**src/rtl/sockit_spi_ser.sv**
```systemverilog
// sockit_spi_ser: bus-slave SPI serializer behind the SPI FIFO.
// Build option: SOCKIT_SPI_SER_MODE_EN adds CPOL/CPHA in CTRL[25:24].
//
// Ports:
//   clk, rst             clock, async active-high reset
//   bsi_wen/ren/adr/wdt  bus request (adr 0 DATA, adr 1 CTRL)
//   bsi_rdt              read data, combinational from registers
//   bsi_wrq              wait request while a transfer runs
//   spi_sclk/ss_n/mosi   SPI outputs; spi_miso SPI input
module sockit_spi_ser #(
  parameter int BAW = 2,
  parameter int CDW = 8,
  parameter int SSW = 1
) (
  input  logic           clk,
  input  logic           rst,
  input  logic           bsi_wen,
  input  logic           bsi_ren,
  input  logic [BAW-1:0] bsi_adr,
  input  logic [31:0]    bsi_wdt,
  output logic [31:0]    bsi_rdt,
  output logic           bsi_wrq,
  output logic           spi_sclk,
  output logic [SSW-1:0] spi_ss_n,
  output logic           spi_mosi,
  input  logic           spi_miso
);

  typedef enum logic [2:0] {
    IDLE, SETUP, SHIFT_HI, SHIFT_LO, HOLD
  } state_t;

  state_t state_q, state_d;

  logic [CDW-1:0] div_q, dcnt_q;
  logic [4:0]     len_q, cnt_q;
  logic           hold_q;
  logic [SSW-1:0] sel_q;
  logic [31:0]    tx_q, rx_q;
  logic           mosi_q, last_q;
  logic           cpol, cpha;
  logic           busy, tick, adr0, adr1;
  logic           start, ctrl_we;
  logic           ent_hi, ent_lo;
  logic [31:0]    ctrl_rd;
  logic           unused_wdt;

  assign busy    = (state_q != IDLE);
  assign tick    = busy & (dcnt_q == div_q);
  assign adr0    = (bsi_adr == '0);
  assign adr1    = (bsi_adr == BAW'(1));
  assign bsi_wrq = busy & (bsi_wen | bsi_ren)
                 & (adr0 | (adr1 & bsi_wen));
  assign start   = bsi_wen & adr0 & ~busy;
  assign ctrl_we = bsi_wen & adr1 & ~busy;

  // the last bit is flagged on the falling edge, so SHIFT_LO
  // only returns to SHIFT_HI while bits remain
  assign ent_hi = tick & ((state_q == SETUP)
                | ((state_q == SHIFT_LO) & ~last_q));
  assign ent_lo = tick & (state_q == SHIFT_HI);

  assign unused_wdt = ^bsi_wdt;

`ifdef SOCKIT_SPI_SER_MODE_EN
  logic cpol_q, cpha_q;

  always_ff @(posedge clk or posedge rst) begin
    if (rst) begin
      cpol_q <= 1'b0;
      cpha_q <= 1'b0;
    end else if (ctrl_we) begin
      cpol_q <= bsi_wdt[24];
      cpha_q <= bsi_wdt[25];
    end
  end

  assign cpol = cpol_q;
  assign cpha = cpha_q;
`else
  assign cpol = 1'b0;
  assign cpha = 1'b0;
`endif

  always_ff @(posedge clk or posedge rst) begin
    if (rst) state_q <= IDLE;
    else     state_q <= state_d;
  end

  always_comb begin
    state_d = state_q;
    unique case (state_q)
      IDLE:     if (start) state_d = SETUP;
      SETUP:    if (tick)  state_d = SHIFT_HI;
      SHIFT_HI: if (tick)  state_d = SHIFT_LO;
      SHIFT_LO: if (tick)  state_d = last_q ? HOLD : SHIFT_HI;
      HOLD:     if (tick)  state_d = IDLE;
      default:             state_d = IDLE;
    endcase
  end

  always_ff @(posedge clk or posedge rst) begin
    if (rst) begin
      dcnt_q <= '0;
      div_q  <= '0;
      len_q  <= 5'd31;
      hold_q <= 1'b0;
      sel_q  <= '0;
      tx_q   <= '0;
      rx_q   <= '0;
      cnt_q  <= '0;
      mosi_q <= 1'b0;
      last_q <= 1'b0;
    end else begin
      if (!busy || tick) dcnt_q <= '0;
      else               dcnt_q <= dcnt_q + CDW'(1);

      if (ctrl_we) begin
        div_q  <= bsi_wdt[CDW-1:0];
        len_q  <= bsi_wdt[12:8];
        hold_q <= bsi_wdt[15];
        sel_q  <= bsi_wdt[16 +: SSW];
      end

      if (start) begin
        tx_q   <= bsi_wdt;
        cnt_q  <= len_q;
        rx_q   <= '0;
        last_q <= 1'b0;
        if (!cpha) mosi_q <= bsi_wdt[len_q];
      end

      if (ent_hi) begin
        if (!cpha) begin
          rx_q <= {rx_q[30:0], spi_miso};
        end else if (state_q == SETUP) begin
          mosi_q <= tx_q[cnt_q];
        end else begin
          cnt_q  <= cnt_q - 5'd1;
          mosi_q <= tx_q[cnt_q - 5'd1];
        end
      end

      if (ent_lo) begin
        last_q <= (cnt_q == 5'd0);
        if (cpha) begin
          rx_q <= {rx_q[30:0], spi_miso};
        end else if (cnt_q != 5'd0) begin
          cnt_q  <= cnt_q - 5'd1;
          mosi_q <= tx_q[cnt_q - 5'd1];
        end
      end
    end
  end

  assign spi_sclk = cpol ^ (state_q == SHIFT_HI);
  assign spi_mosi = mosi_q;
  assign spi_ss_n = ~(sel_q & {SSW{busy | hold_q}});

  always_comb begin
    ctrl_rd              = '0;
    ctrl_rd[CDW-1:0]     = div_q;
    ctrl_rd[12:8]        = len_q;
    ctrl_rd[15]          = hold_q;
    ctrl_rd[16 +: SSW]   = sel_q;
    ctrl_rd[24]          = cpol;
    ctrl_rd[25]          = cpha;
    ctrl_rd[31]          = busy;
  end

  always_comb begin
    bsi_rdt = '0;
    if (bsi_ren) begin
      unique case (1'b1)
        adr0:    bsi_rdt = rx_q;
        adr1:    bsi_rdt = ctrl_rd;
        default: bsi_rdt = '0;
      endcase
    end
  end

endmodule
```
**config.mk**
```make
export PLATFORM = sky130hd
export DESIGN_NAME = sockit_spi_ser
export DESIGN_NICKNAME = d
export VERILOG_FILES = /design/src/rtl/sockit_spi_ser.sv
export SDC_FILE = /design/constraint.sdc
export NUM_CORES = 1
export LEC_CHECK = 0
export ABC_CLOCK_PERIOD_IN_PS = 6300
export BUFFER_PORTS_ARGS = -buffer_cell sky130_fd_sc_hd__buf_2
export CAP_MARGIN = 15
export CORE_MARGIN = 3
export CORE_UTILIZATION = 23
export DETAILED_ROUTE_END_ITERATION = 10
export GPL_ROUTABILITY_DRIVEN = 0
export GPL_TIMING_DRIVEN = 0
export PLACE_DENSITY_LB_ADDON = 0.3
export SLEW_MARGIN = 0
export SYNTH_ARGS = -nofsm -noshare
export SYNTH_HDL_FRONTEND = slang
export SYNTH_SLANG_ARGS = --single-unit
export TNS_END_PERCENT = 10
```
**constraint.sdc**
```tcl
create_clock -name clk -period 6.3 [get_ports clk]
set_clock_uncertainty 0.15 [all_clocks]
set_input_delay 0.63 -clock clk [delete_from_list [all_inputs] [get_ports clk]]
set_output_delay 0.63 -clock clk [all_outputs]
set_load 0.01 [all_outputs]
```
# Word level (Yosys, flattened, before mapping)
# Cells that the tools add are included.
# classes
n_addsub	2
magnitude_cmp	2
eq_ne	11
mux	24
bitwise_logic	18
reduce_logical	10
# op_table
op	count
two-way mux 32 bit	3
one-hot mux 32 bit (2 select lines)	1
two-way mux 3 bit	6
two-way mux 5 bit	3
one-hot mux 3 bit (5 select lines)	1
< comparator 5 x 6 -> 1 bit, second input constant	2
bitwise AND 1 bit	11
binary-select mux 1 bit (select 5 bit)	2
adder 8 x 1 -> 8 bit, second input constant	1
== test 8 bit	1
two-way mux 8 bit	1
inequality test 2 bit, second input constant	4
two-way mux 1 bit	7
== test 3 x 2 -> 1 bit, second input constant	2
logical NOT 5 bit	1
AND reduction 5 bit	1
nonzero test 5 bit	1
subtractor 5 x 1 -> 5 bit, second input constant	1
bitwise OR 1 bit	4
nonzero test 2 bit	2
== test 3 x 1 -> 1 bit, second input constant	1
== test 3 bit, second input constant	1
logical NOT 3 bit	1
inverter 1 bit	3
other kinds (6)	6
# word_totals
regBits	97
in_bits	39
output_inout_bits	36
elab_cells	78

# Depth between registers and ports, before layout
# Gate-level depths: netlist of run 1.
# depth
word_depth	6
ltp_mapped	9
ltp_nobuf	8

# Least setup slack after synthesis of run 1
# Ideal clock, no wire load.
# synth_timing
path_type	input port to output port
start	in bsi_adr[0]
end	out bsi_rdt[31]
t_arrival_ps	1875
t_required_ps	5520
setup_slack_ps	3645
stages	4
path_cell_list	clkbuf_1 > clkbuf_1 > nor2_1 > a211oi_1
# synth_between
elab_chain_cells	3
elab_cells_between_ends	4
cone_classes	1 x eq/ne; 2 x mux; 1 x reduce/logical
# synth_rtl
item	line_no	text
from (decl)	19	input logic [BAW-1:0] bsi_adr,
== test 2 x 1 -> 1 bit or logical NOT 2 bit (tied branches)	51, 50	
one-hot mux 32 bit (2 select lines) (*)	174	unique case (1'b1)
two-way mux 32 bit (*)	173	if (bsi_ren) begin
to (decl)	21	output logic [31:0] bsi_rdt,
# Every way passes the cells marked *; elsewhere a longest branch is shown, timed or not.

# Final worst setup path of run 1
# layout_timing
start	in bsi_adr[0]
end	out bsi_rdt[8]
# The elaborated chain is that of the path after synthesis.

==> out/results.ini, run 1 <==
[status]
status = complete, no violations

[critical_path]
r2r_slack_ns = 3.50
r2r_cells = 9
r2r_end = spi_mosi
path_max_fanout = 10
cp-start-kind = input port
crit_path_end_kind = primary output
rr_startpoint = cnt_q[0]
criticalPathCategory = in2out
cp.arrival_ns = 2.34
required_ns = 5.52

[cts]
cts_resized = 0
cts_max_level = 3
clock-sinks = 97
tritoncts = yes
cts_root_buf = clkbuf_16
cts_made_buffers = 9
cts.path.max_buffers = 2
clk_pin_slew_ns = 0.07
cts_hold_buf = 0
clk_latency_ns = 0.35
post_cts.repair.setup_buffers = 0

[synthesis]
synth-seq-cells = 97
synth_most_common_cell = nand2_1
synth-main-ff-cell = dfrtp_1
synth_nets = 562
synth-simple-area-share_pct = 21.8
synth.area.top_cells = dfrtp_1 (47%), nand2_1 (13%), mux2i_1 (6.1%)
syn_inst = 521
synth-compound-area-share_pct = 5.90
synth_top_family_by_area = simple AND/OR/NAND/NOR gates
synth_xor_area_share_pct = 2.84
ys_types = 40
ys_seq_area_share_pct = 49.2
synth_top_area_share_pct = 46.6
netlist_top_cells_count = nand2_1 (173), dfrtp_1 (92), o21ai_0 (36), nor2_1 (31), mux2i_1 (30)
synthArstFlopShare_pct = 100
synth_area_um2 = 4940
synth_top_area_cell = dfrtp_1
ys_warn_count = 0
avgSynthCellArea_um2 = 9.49
synth_edf_count = 0
synthAdderAreaFrac_pct = 0.506
muxShareOfSynthArea_pct = 16.1

[detailed_routing]
drtPass1Iterations = 4
vias = 3922
wl_um = 13900
vias_per_cell = 4.44
drtAntennaViolNets = 0
route.detailed.drc = 0
drt_iter0_drc = 175
avgRoutedWirePerCell_um = 15.8

[floorplanning]
dieArea_um2 = 23300
start_util_pct = 23.9
core-area_um2 = 20700
die_w_um = 153
num_rows = 52
die-height_um = 153
io_pins = 75

[final_layout]
syn2layout_area_growth_pct = 21.4
multi_input_area_um2 = 2340
final_nets = 649
regArea_um2 = 2430
layout-drive-gt1-share_pct = 23.0
layout.cells.non_filler = 883
antenna_cells = 0
finalInstanceArea_um2 = 6000
fillCellCount = 2222

[place]
dp_hpwl_um = 10400
port_buffers = 74
dp_cells = 867
placed_area_um2 = 5690
dpl_worst_slack_ns = 3.20

[timing]
finalCriticalPeriod_ns = 3.12
setup_ws_ns = 3.18
max_freq_ghz = 0.320
setup_viol = 0
finalSetupTns_ns = 0
worst_pin_slew_ns = 0.743
slew_violations = 0
hold_viol = 0
grt_setup_unrepaired = no
period_share_pct = 49.5
max_slew_margin_pct = 50.5

[grt]
grt_pass1_wl_um = 22200
grt-ovfl-total = 0
grt_max_degree = 56
grt_pass1_vias = 3800
grt_usage_pct = 12.0
antenna_found_initial = 0

[pwr]
power_leakage_nw = 2.83
cellPowerDensity_nw_per_um2 = 446
peakVddDrop_uv = 169
finalPower_w = 0.00268

[job]
cap_violations = 0

[min_path]
hp-class = in2async

-- worst max-delay path, stage by stage --
cell and delay [ns]:
buf_2 0.09, clkbuf_1 0.50, clkbuf_1 0.60, mux2i_1 0.26, nor2_1 0.09, buf_2 0.17
-- sequential cells by signal, indices dropped and copies added, names as in the netlist --
signal    cells
spi_mosi      1
sel_q         1
tx_q         32
cnt_q         5
dcnt_q        8
state_q       3
div_q         8
rx_q         32
hold_q        1
last_q        1
len_q         5
-- layout make-up --
type / count / area share, %
Clock inverter: 5 / 1.06
Buffer: 35 / 2.50
Timing Repair Buffer: 76 / 6.76
Clock buffer: 11 / 4.05
Inverter: 7 / 0.480
Sequential cell: 97 / 40.6
Tap cell: 270 / 5.63
Multi-Input combinational cell: 382 / 39.0
-- stage by stage --
stage               utilization (%)  hold WS (ns)
finish                         29.0         0.207
global placement               27.3         0.304
floorplan                         -         0.290
CTS                            29.0         0.225
detailed placement             27.5         0.307
global route                   29.0         0.255
-- placed cells by master, fill, tap and decap left out, types with 2 or more instances in the layout --
| cell type | netlist | final |
|---|---|---|
| nand2_1 | 173 | 173 |
| dfrtp_1 | 92 | 92 |
| buf_2 | 9 | 83 |
| o21ai_0 | 36 | 36 |
| nor2_1 | 31 | 31 |
| mux2i_1 | 30 | 30 |
| clkbuf_1 | 23 | 24 |
| mux2_2 | 17 | 17 |
| and2_1 | 16 | 16 |
| xnor2_1 | 13 | 13 |
| mux4_2 | 10 | 10 |
| nand3_1 | 9 | 9 |
| clkbuf_16 | 0 | 9 |
| inv_1 | 7 | 6 |
| nor3_1 | 6 | 6 |
| dfstp_2 | 5 | 5 |
| nand4_1 | 4 | 4 |
| a211oi_1 | 3 | 3 |
| a21oi_1 | 3 | 3 |
| xor2_1 | 3 | 3 |
| mux4_1 | 3 | 3 |
| buf_1 | 2 | 2 |
| nor3b_1 | 2 | 2 |
| or2_2 | 2 | 2 |
| and3_1 | 2 | 2 |
| o211ai_1 | 2 | 2 |
| nand3b_1 | 2 | 2 |
| ha_1 | 2 | 2 |
| clkinv_4 | 0 | 2 |
-- kinds of logic (layout without fill, tap and decap cells) --
group	Yosys count	after routing
adder cells (fa/ha/maj)	2	2
AO/OA/AOI/OAI	50	50
buffers and inverters	42	134
flip-flops	97	97
AND/OR/NAND/NOR	254	254
XOR/XNOR	16	16
multiplexers	60	60
-- per-layer routing --
metal	track usage [%]	routed length, µm
met1	17.2	6720
met3	2.70	611
met5	0	0
met4	2.93	151
met2	18.6	6450
-- power breakdown --
part | leakage [nW] | total (W) | switching (W) | internal (W)
registers | 1.23 | 0.00115 | 0.000230 | 0.000924
clock network | 0.146 | 0.000570 | 0.000248 | 0.000322
logic | 1.46 | 0.000954 | 0.000489 | 0.000466
-- how the worst max path moves through the flow --
stage / start / to / slack (ns)
floorplan: rst / cnt_q[0] / 2.99
global placement: rst / rx_q[0] / 1.48
detailed placement: bsi_adr[0] / bsi_rdt[9] / 3.20
CTS: bsi_adr[0] / bsi_rdt[9] / 3.20
global route: bsi_adr[0] / bsi_rdt[11] / 3.06
finish: bsi_adr[0] / bsi_rdt[8] / 3.18
Power figures use the tool's default switching activity.
==> run 2, diff against run 1 <==
ABC_CLOCK_PERIOD_IN_PS = 2850   (was 6300)
clock period = 2.85 ns   (was 6.3 ns; I/O delays follow)
==> run 2 against run 1 <==
Effect of this change:
- critical path depth is 1 higher
- utilization is 0.64 points higher
- sequential power is 120% higher
- via count is 0.51% higher
- first-iteration DRC count is 41% higher
- worst hold slack worse by 0.20 ns
- clock power is 110% higher
- count of clock-buffer cells in the layout stayed put
- combinational power is 130% higher
- register-to-register slack worse by 3.2 ns
- cell area is 2.2% higher
- largest power group unchanged
- sequential cell count stayed put
==> out/results.ini, run 2 (synthesis gave the netlist of run 1 again) <==
[pwr]
power_leakage_nw = 2.88
cellPowerDensity_nw_per_um2 = 961
peakVddDrop_uv = 405

[grt]
grt_pass1_wl_um = 22600
grt_max_degree = 40
grt_pass1_vias = 3918
grt-ovfl-total = 0
antenna_found_initial = 0
grt_usage_pct = 12.2

[critical_path]
path_depth = 7
crit_slowest_cell = dfstp_2
crit_family = multiplexers
cp.arrival_ns = 2.65
crit_path_end_kind = flop
path_common_cell = mux2i_1
criticalPathCategory = reg2reg
crit_chain = clkbuf_1 > clkbuf_2 > mux4_2 > mux2i_1 > nor4_1 > a2111oi_2 > mux2i_1
r2r_cells = 7
cp-start-kind = flop
path_max_fanout = 10
required_ns = 2.92
worstPathBufferInverterCount = 2
cpPeakStageDelay_ns = 0.51

[cts]
clock-sinks = 97
tritoncts = yes
post_cts.repair.setup_buffers = 0
cts_root_buf = clkbuf_16
clk_pin_slew_ns = 0.07
clk_latency_ns = 0.36
cts_made_buffers = 9
cts.path.max_buffers = 2
cts_max_level = 3

[detailed_routing]
drtPass1Iterations = 4
drtAntennaViolNets = 0
route.detailed.drc = 0
vias = 3942
wl_um = 14000
vias_per_cell = 4.39
avgRoutedWirePerCell_um = 15.6
drt_iter0_drc = 247

[final_layout]
layout-drive-gt1-share_pct = 23.1
mostFrequentLayoutCell = nand2_1
finalInstanceArea_um2 = 6130
reg_top3 = rx_q x32, tx_q x32
final_nets = 663
antenna_cells = 0
mostFrequentLayoutCells = nand2_1 (173), dfrtp_1 (92), buf_2 (83)
syn2layout_area_growth_pct = 24.1

[floorplanning]
num_rows = 52
dieArea_um2 = 23300
die-height_um = 153
die_w_um = 153
io_pins = 75
core-area_um2 = 20700
start_util_pct = 23.9

[timing]
finalCriticalPeriod_ns = 2.58
hold_viol = 0
period_share_pct = 90.5
setup_viol = 0
max_slew_margin_pct = 52.9
max_freq_ghz = 0.388
grt_setup_unrepaired = no
worst_hold_slack_ns = 0.00668
slew_violations = 0
worst_pin_slew_ns = 0.707

[place]
placed_area_um2 = 5710
port_buffers = 74
dp_hpwl_um = 10500

[status]
status = complete, no violations

[min_path]
hp-class = in2reg
hold_path_depth = 3

[job]
cap_violations = 0

run 2: path summary, 6_finish.rpt:
check | slack (ns) | endpoint | startpoint
setup reg to reg | 0.27 | spi_mosi | len_q[2]
hold reg to reg | 0.33 | tx_q[29] | tx_q[29]
hold / removal | 0.007 | tx_q[22] | bsi_wdt[22]
max in group asynchronous | 1.53 | len_q[2] | rst
min in group asynchronous | 0.39 | tx_q[31] | rst
setup / recovery | 0.27 | spi_mosi | len_q[2]
run 2: tightest hold or removal path: stages:
cell     delay (ns)
buf_2          0.10
nand2_1        0.05
nand2_1        0.05
run 2: where the power goes:
group          leakage [nW]  switching [W]  internal, W  total (W)
Combinational          1.52        0.00111      0.00106    0.00217
Clock                 0.133       0.000559     0.000622    0.00118
Sequential             1.23       0.000502      0.00204    0.00255
run 2: what timing repair did:
action / 4_1_cts / 5_1_grt
cloned: 0 / 0
pin swaps: 0 / 0
gates resized for setup: 0 / 4
hold buffers: 14 / 0
hold endpoints to repair: 33 / 0
endpoints found under the setup margin: 1 / 60
run 2: final cells by class:
class | count | area (µm²)
Buffer | 34 | 148
Clock buffer | 11 | 243
Clock inverter | 5 | 37.5
Fill cell | 2235 | 14600
Inverter | 7 | 30.0
Multi-Input combinational cell | 382 | 2350
Sequential cell | 97 | 2430
Tap cell | 270 | 338
Timing Repair Buffer | 91 | 558
run 2: through the flow:
| stage | setup slack [ns] | TNS (ns) | util, % | instances | total power (W) |
|---|---|---|---|---|---|
| global route | 0.0545 | 0 | 29.6 | 897 | 0.00634 |
| global placement | -0.112 | -2.06 | 27.3 | 865 | 0.00469 |
| floorplan | 0.477 | 0 | - | 521 | 0.00402 |
| CTS | 0.0618 | 0 | 29.6 | 897 | 0.00595 |
| detailed placement | -0.0271 | -0.0271 | 27.6 | 868 | 0.00472 |
| finish | 0.271 | 0 | 29.6 | 897 | 0.00589 |
run 2: layer usage:
layer / global-route usage, % / part of all wire (%) / vias up
li1: - / - / 1950
met1: 17.7 / 49 / 1904
met2: 18.5 / 46 / 79
met3: 2.84 / 4.6 / 9
met4: 2.67 / 1.1 / 0
met5: 0 / 0 / -
==> run 3, diff against run 2 <==
HOLD_SLACK_MARGIN = 0.1   (was not set)
==> run 3 against run 2 <==
Effect of this change:
- first-iteration DRC count is 8.9% higher
- global-route usage is 0.16 points higher
- via count increased by 2.5%
- clock power is essentially flat
- combinational power about the same
- register-to-register slack got worse by 0.02 ns
- sequential power barely moved
- sequential share of layout area shrank 1.3 points
- critical path type unchanged
- maximum frequency is 0.64% lower
- non-clock buffer count is 20 higher
- total power increased by 0.43%
- critical endpoint is now cnt_q[4]
- worst hold slack improved by 0.32 ns
==> out/results.ini, run 3 (synthesis gave the netlist of run 1 again) <==
[cts]
cts_max_level = 3
clock-sinks = 97
cts.path.max_buffers = 2
cts_root_buf = clkbuf_16
cts_made_buffers = 9
tritoncts = yes
clk_pin_slew_ns = 0.06
clk_latency_ns = 0.36

[floorplanning]
dieArea_um2 = 23300
num_rows = 52
io_pins = 75
die_w_um = 153
die-height_um = 153
core-area_um2 = 20700
start_util_pct = 23.9

[critical_path]
criticalPathCategory = reg2reg
cpPeakStageDelay_ns = 0.45
crit_chain = clkbuf_1 > nor3_2 > nand4_1 > buf_2 > clkbuf_1 > o211ai_1 > o21ai_0
cp.arrival_ns = 2.66
crit_slowest_cell = nor3_2
r2r_slack_ns = 0.25
required_ns = 2.91
cp-start-kind = flop
path_max_fanout = 10
crit_path_end_kind = flop
path_common_cell = clkbuf_1

[timing]
slew_violations = 0
hold_viol = 0
period_share_pct = 91.1
max_slew_margin_pct = 53.1
setup_ws_ns = 0.254
finalCriticalPeriod_ns = 2.60
grt_setup_unrepaired = no
worst_pin_slew_ns = 0.704
setup_viol = 0
max_freq_ghz = 0.385

[pwr]
power_leakage_nw = 2.96
pwr-share-comb_pct = 37.0
pwr-share-seq_pct = 43.1
pwr-share-clk_pct = 20.0
cellPowerDensity_nw_per_um2 = 934
peakVddDrop_uv = 405
switching_share_pct = 36.8
power.net_switching_w = 0.00218
p_int_w = 0.00374

[detailed_routing]
vias_per_cell = 4.41
avgRoutedWirePerCell_um = 15.6
route.detailed.drc = 0
drtPass1Iterations = 4
drtAntennaViolNets = 0
drt_iter0_drc = 269
vias = 4040
wl_um = 14300

[place]
dp_cells = 868
dpl_worst_slack_ns = -0.0271
dp_hpwl_um = 10500
port_buffers = 74

[final_layout]
layout-drive-gt1-share_pct = 22.4
reg_top3 = rx_q x32, tx_q x32
syn2layout_area_growth_pct = 28.2
mostFrequentLayoutCell = nand2_1
layout.cells.non_filler = 917
antenna_cells = 0
final_nets = 683
mostFrequentLayoutCells = nand2_1 (173), dfrtp_1 (92), buf_2 (83)

[grt]
grt_pass1_vias = 4006
grt_usage_pct = 12.4
grt-ovfl-total = 0
antenna_found_initial = 0
grt_max_degree = 40
grt_pass1_wl_um = 23000

[min_path]
hp-class = reg2reg

[job]
cap_violations = 0

[status]
status = complete, no violations

-- run 3: cell count changes in the layout (fill, tap and decap cells not counted), sizes merged --
cell,change
dlygate4sd3,+20
-- run 3: final timing paths --
kind | from | to | cells past startpoint
setup / recovery | state_q[0] | cnt_q[4] | 7
hold / removal | tx_q[25] | tx_q[25] | 2
setup reg to reg | state_q[0] | cnt_q[4] | 7
hold reg to reg | tx_q[25] | tx_q[25] | 2
max in group asynchronous | rst | len_q[2] | 4
min in group asynchronous | rst | tx_q[11] | 3
-- run 3: final cells by class --
cell class,count,area (µm²)
fillers,2225,14400
flip-flops and latches,97,2430
multi-input cells,382,2350
repair buffers,111,758
well taps,270,338
clock buffers,11,243
plain buffers,34,148
clock inverters,5,37.5
inverters,7,30.0
-- run 3: layer usage --
metal  wire (µm)  up-vias  track usage [%]
li1            -     1985                -
met1        6960     1939             17.9
met2        6470      107             18.9
met3         694        9             2.84
met4         160        0             2.67
met5           0        -                0
-- run 3: per-stage QoR --
stage	TNS [ns]	total power (W)	utilization, %	hold WS [ns]	cell area [µm²]
4_1_cts	0	0.00597	30.6	0.323	6320
6_report	0	0.00592	30.6	0.324	6330
5_1_grt	0	0.00637	30.6	0.343	6330
3_3_place_gp	-2.06	0.00469	27.3	0.304	5650
2_1_floorplan	0	0.00402	-	0.240	4950
3_5_place_dp	-0.0271	0.00472	27.6	0.232	5710
-- run 3: worst max-delay path: cells and delay by family, from the launching register on --
kind | cells | cell delay [ns]
simple gates | 2 | 0.80
buf+inv | 3 | 0.87
compound gates | 2 | 0.27
flops | 1 | 0.35
-- run 3: power by group through the flow --
stage / sequential (W) / combinational [W] / clock, W
floorplan: 0.00240 / 0.00162 / 0
global placement: 0.00257 / 0.00212 / 0
detailed placement: 0.00258 / 0.00215 / 0
CTS: 0.00255 / 0.00220 / 0.00122
global route: 0.00264 / 0.00245 / 0.00128
finish: 0.00255 / 0.00219 / 0.00118
-- run 3: timing repair --
item / CTS / global route
hold endpoints to repair: 66 / 0
setup endpoints to repair: 1 / 60
buffers inserted: 0 / 0
hold buffers: 34 / 0
resized for setup: 0 / 4
pin swaps: 0 / 0
